**config.mk**
```make
export PLATFORM = sky130hd
export DESIGN_NAME = lfsr_gen
export DESIGN_NICKNAME = d
export VERILOG_FILES = /design/src/rtl/lfsr_gen.sv
export SDC_FILE = /design/constraint.sdc
export NUM_CORES = 1
export LEC_CHECK = 0
export CAP_MARGIN = 10
export CORE_MARGIN = 8
export CORE_UTILIZATION = 43
export DETAILED_ROUTE_END_ITERATION = 6
export PLACE_DENSITY = 0.8
export SKIP_LAST_GASP = 1
export SLEW_MARGIN = 0
export SYNTH_ARGS = -nofsm -noshare
export SYNTH_HDL_FRONTEND = slang
export SYNTH_SLANG_ARGS = --single-unit
```
**constraint.sdc**
```tcl
create_clock -name clk -period 1.95 [get_ports clk]
set_input_delay 0.2925 -clock clk [delete_from_list [all_inputs] [get_ports clk]]
set_output_delay 0.2925 -clock clk [all_outputs]
set_load 0.005 [all_outputs]
```
**src/rtl/lfsr_gen.sv**
```systemverilog
// lfsr_gen: parameterised Fibonacci/Galois LFSR, STEPS steps per enabled clock.
// Synchronous parallel load; an all-zero state or load is forced to 1 and flagged on zero_fix.
// Optional macro LFSR_GEN_PERIOD_EN adds cycle-length measurement (period, wrap).
module lfsr_gen #(
  parameter int               WIDTH = 26,
  parameter logic [WIDTH-1:0] TAPS  = WIDTH'(26'h20000C1),
  parameter int               MODE  = 0,
  parameter int               STEPS = 1,
  parameter logic [WIDTH-1:0] SEED  = WIDTH'(1)
) (
  input  logic             clk,
  input  logic             rst_n,
  input  logic             en,
  input  logic             load,
  input  logic [WIDTH-1:0] din,
  output logic [WIDTH-1:0] q,
  output logic             zero_fix
`ifdef LFSR_GEN_PERIOD_EN
  ,
  output logic [WIDTH-1:0] period,
  output logic             wrap
`endif
);

  localparam logic [WIDTH-1:0] ONE      = WIDTH'(1);
  localparam logic [WIDTH-1:0] SEED_EFF = (SEED == '0) ? ONE : SEED;

  // One LFSR step in the selected topology.
  function automatic logic [WIDTH-1:0] step1(input logic [WIDTH-1:0] s);
    if (MODE == 0) return {s[WIDTH-2:0], ^(s & TAPS)};
    else           return {s[WIDTH-2:0], 1'b0} ^ (TAPS & {WIDTH{s[WIDTH-1]}});
  endfunction

  // Chain of STEPS single steps, all resolved within one clock.
  logic [STEPS:0][WIDTH-1:0] chain;
  assign chain[0] = q;
  for (genvar s = 0; s < STEPS; s++) begin : g_step
    assign chain[s+1] = step1(chain[s]);
  end

  logic [WIDTH-1:0] q_nxt;
  logic             zf_nxt;

  // Next state: load beats en; zero load/state is forced to 1.
  always_comb begin
    q_nxt  = q;
    zf_nxt = 1'b0;
    if (load) begin
      if (din == '0) begin
        q_nxt  = ONE;
        zf_nxt = 1'b1;
      end else begin
        q_nxt  = din;
      end
    end else if (en) begin
      if (q == '0) begin
        q_nxt  = ONE;
        zf_nxt = 1'b1;
      end else begin
        q_nxt  = chain[STEPS];
      end
    end
  end

  // State register with synchronous reset to the (non-zero) seed.
  always_ff @(posedge clk) begin
    if (!rst_n) begin
      q        <= SEED_EFF;
      zero_fix <= 1'b0;
    end else begin
      q        <= q_nxt;
      zero_fix <= zf_nxt;
    end
  end

`ifdef LFSR_GEN_PERIOD_EN
  logic [WIDTH-1:0] ref_val;
  logic [WIDTH-1:0] cnt;
  logic [WIDTH-1:0] cnt_inc;

  // Saturating step count, including the step being taken now.
  assign cnt_inc = (&cnt) ? cnt : cnt + ONE;

  // Period measurement: reference is the last reset/load value.
  always_ff @(posedge clk) begin
    if (!rst_n) begin
      ref_val <= SEED_EFF;
      cnt     <= '0;
      period  <= '0;
      wrap    <= 1'b0;
    end else if (load) begin
      ref_val <= q_nxt;
      cnt     <= '0;
      wrap    <= 1'b0;
    end else if (en) begin
      if (q_nxt == ref_val) begin
        wrap   <= 1'b1;
        period <= cnt_inc;
        cnt    <= '0;
      end else begin
        wrap   <= 1'b0;
        cnt    <= cnt_inc;
      end
    end else begin
      wrap    <= 1'b0;
    end
  end
`endif

endmodule

```
==> results.ini <==
[run_status]
status = completed

[logic_synthesis]
synth_seq_cells = 27
syn_nets = 203
synth.yosys.seq_area_share_pct = 38.8
avgSynthCellArea_sq_um = 8.09
synth_warnings = 0
synth_cell_types = 27
synthCells = 172
mappedNetlistArea_sq_mm = 0.00139

[pwr]
power_frac_comb_pct = 25.9
p_total_uw = 1160
leakage_uw = 0.000791
switchingPower_uw = 322
p_per_area_mw_per_mm2 = 576
ir_drop_mv = 0.357
power_frac_seq_pct = 53.2
sw_frac_of_total_pct = 27.7
clockPowerShare_pct = 20.9
p_int_uw = 840

[cells_and_area]
final_common_cell = clkdlybuf4s50_1
fin_nets = 259
design_area_sq_mm = 0.00202
diodes = 0
mostFrequentLayoutCells = clkdlybuf4s50_1 (56), nor2_1 (44), dfxtp_1 (27), a21oi_1 (25), mux2i_1 (22)
drive_gt1_share_pct = 4.41
multiInputGateArea_sq_um = 762
area_growth_pct = 45.0
register_area_sq_um = 541
finish.utilization_pct = 65.5
num-fill-cells = 289

[sta]
tns_ns = 0
max_slew.worst_pin.slew_ns = 0.459
setup_viol_count_final = 0
fmax_mhz = 594
hold_violations = 0
grt_setup_unrepaired = false
fin_crit_sh_pct = 86.3
skew_ns = 0.0161
slew_viol_final = 0
period_needed_ns = 1.68
hold_ws_ns = 0.520
max_slew_margin_pct = 69.1

[cts]
root_buffer = clkbuf_4
cts.path.max_buffers = 2
worst_skew_pair.late_latency_ns = 0.33
htree_levels = 1
cts_tree = done
cts-buffers-inserted = 3
cts_hold_buf = 0
clkSinkCount = 27
cts_setup_buffers = 0
cts-resized-gates = 0
clk_pin_slew_ns = 0.15

[floorplanning]
ioPinCount = 57
core_region_area_sq_mm = 0.00308
die_h_microns = 72.9
start_util_pct = 45.2
die_area_sq_mm = 0.00531
rows = 20
fp.dieW_microns = 72.9

[place]
gp_congestion = 0.813
dp_hpwl_mm = 3.10
dpl-instance-area_sq_mm = 0.00199
port_buffers = 56

[global_route]
antenna_found_initial = 0
track_usage_pct = 15.6
grt_pass1_vias = 1466
overflow = 0
grt_max_degree = 30
grt_pass1_wl_mm = 6.72

[worst_setup_path]
path_buf_inv = 1
arrival_ns = 1.91
crit_chain = inv_1 > ha_1 > nor4b_1 > nand4_1 > nor3_1 > o32ai_1
required_ns = 2.18
crit_family = simple AND/OR/NAND/NOR gates
critPathMaxFanout = 4
cp-end-kind = flip-flop
path_class = flip-flop to flip-flop
critical-path-slowest-cell = dfxtp_1
crit_path_start_kind = flip-flop
cpPeakStageDelay_ns = 0.36

[drt]
ant_nets = 0
wl_per_cell_microns = 14.6
drc = 0
routed_via_density = 5.14
drtIter0Drc = 108
num_vias = 1393
dr.pass1.iters = 4
wirelength_mm = 3.95

[hold_path]
hold_path_class = flip-flop to flip-flop

[flow_run]
drv_cap = 0

[layout make-up]
| type | instances | area share, % |
|---|---|---|
| multi-input combinational | 130 | 37.8 |
| timing repair buffer | 62 | 30.6 |
| sequential | 27 | 26.8 |
| tap | 44 | 2.73 |
| clock buffer | 4 | 1.30 |
| inverter | 4 | 0.744 |
[power by group through the flow]
stage,Sequential [uW],Combinational [uW],Clock (uW)
2_1_floorplan,627,137,0
3_3_place_gp,631,296,0
3_5_place_dp,631,299,0
4_1_cts,619,301,252
5_1_grt,625,331,267
6_report,618,301,243
[flip-flops by register name (all words and copies together) (netlist names)]
name	count
q	26
zero_fix	1
[path summary, 6_finish.rpt]
check / start / endpoint / slack, ns / cells past startpoint
worst max-delay path: q[7] / q[8] / 0.27 / 6
worst min-delay path: q[6] / q[7] / 0.52 / 2
worst max register to register: q[7] / q[8] / 0.27 / 6
worst min register to register: q[6] / q[7] / 0.52 / 2
[cell families (layout without fill, tap and decap cells)]
group	Yosys count	count (layout)	synth area share, %
multiplexers	22	22	15.8
AND/OR/NAND/NOR	72	72	23.8
buffers and inverters	15	70	6.38
adder cells (fa/ha/maj)	1	1	0.899
AO/OA/AOI/OAI	33	33	13.0
flip-flops	27	27	38.8
XOR/XNOR	2	2	1.26
[tightest hold or removal path: cells and delay by family, from the launching register on]
kind	cells	cell delay [ns]
flops	1	0.35
compound gates	2	0.14
[stage by stage]
step | cells | setup WS (ns)
2_1_floorplan | 172 | 0.637
3_3_place_gp | 267 | 0.221
3_5_place_dp | 267 | 0.215
4_1_cts | 271 | 0.294
5_1_grt | 271 | 0.0731
6_report | 271 | 0.267
[Yosys cell counts]
master | count | area [sq um]
buf_6 | 2 | 22.5
mux2i_1 | 22 | 220
xor2_1 | 2 | 17.5
nor3_1 | 3 | 15.0
nor2_1 | 44 | 165
o22a_1 | 1 | 8.76
dfxtp_1 | 27 | 541
ha_1 | 1 | 12.5
nand2_1 | 7 | 26.3
inv_1 | 3 | 11.3
nand3_2 | 1 | 10.0
buf_2 | 3 | 15.0
o2111ai_1 | 1 | 8.76
clkbuf_1 | 4 | 15.0
clkbuf_8 | 1 | 13.8
clkinv_1 | 1 | 3.75
nor4b_1 | 2 | 17.5
a21oi_1 | 25 | 125
nor2b_1 | 1 | 6.26
nand4b_1 | 1 | 8.76
o21ai_0 | 4 | 20.0
nor3b_1 | 1 | 7.51
or3_1 | 1 | 6.26
buf_4 | 1 | 7.51
nand4_1 | 2 | 12.5
nor4_1 | 9 | 56.3
o32ai_1 | 2 | 17.5
[per-layer routing]
metal	vias to the layer above	global-route usage [%]	wire (microns)
met4	0	6.22	36
li1	715	-	-
met2	38	26.9	1880
met1	638	18.7	1840
met5	-	0	0
met3	2	2.47	200
Power figures use the tool's default switching activity.
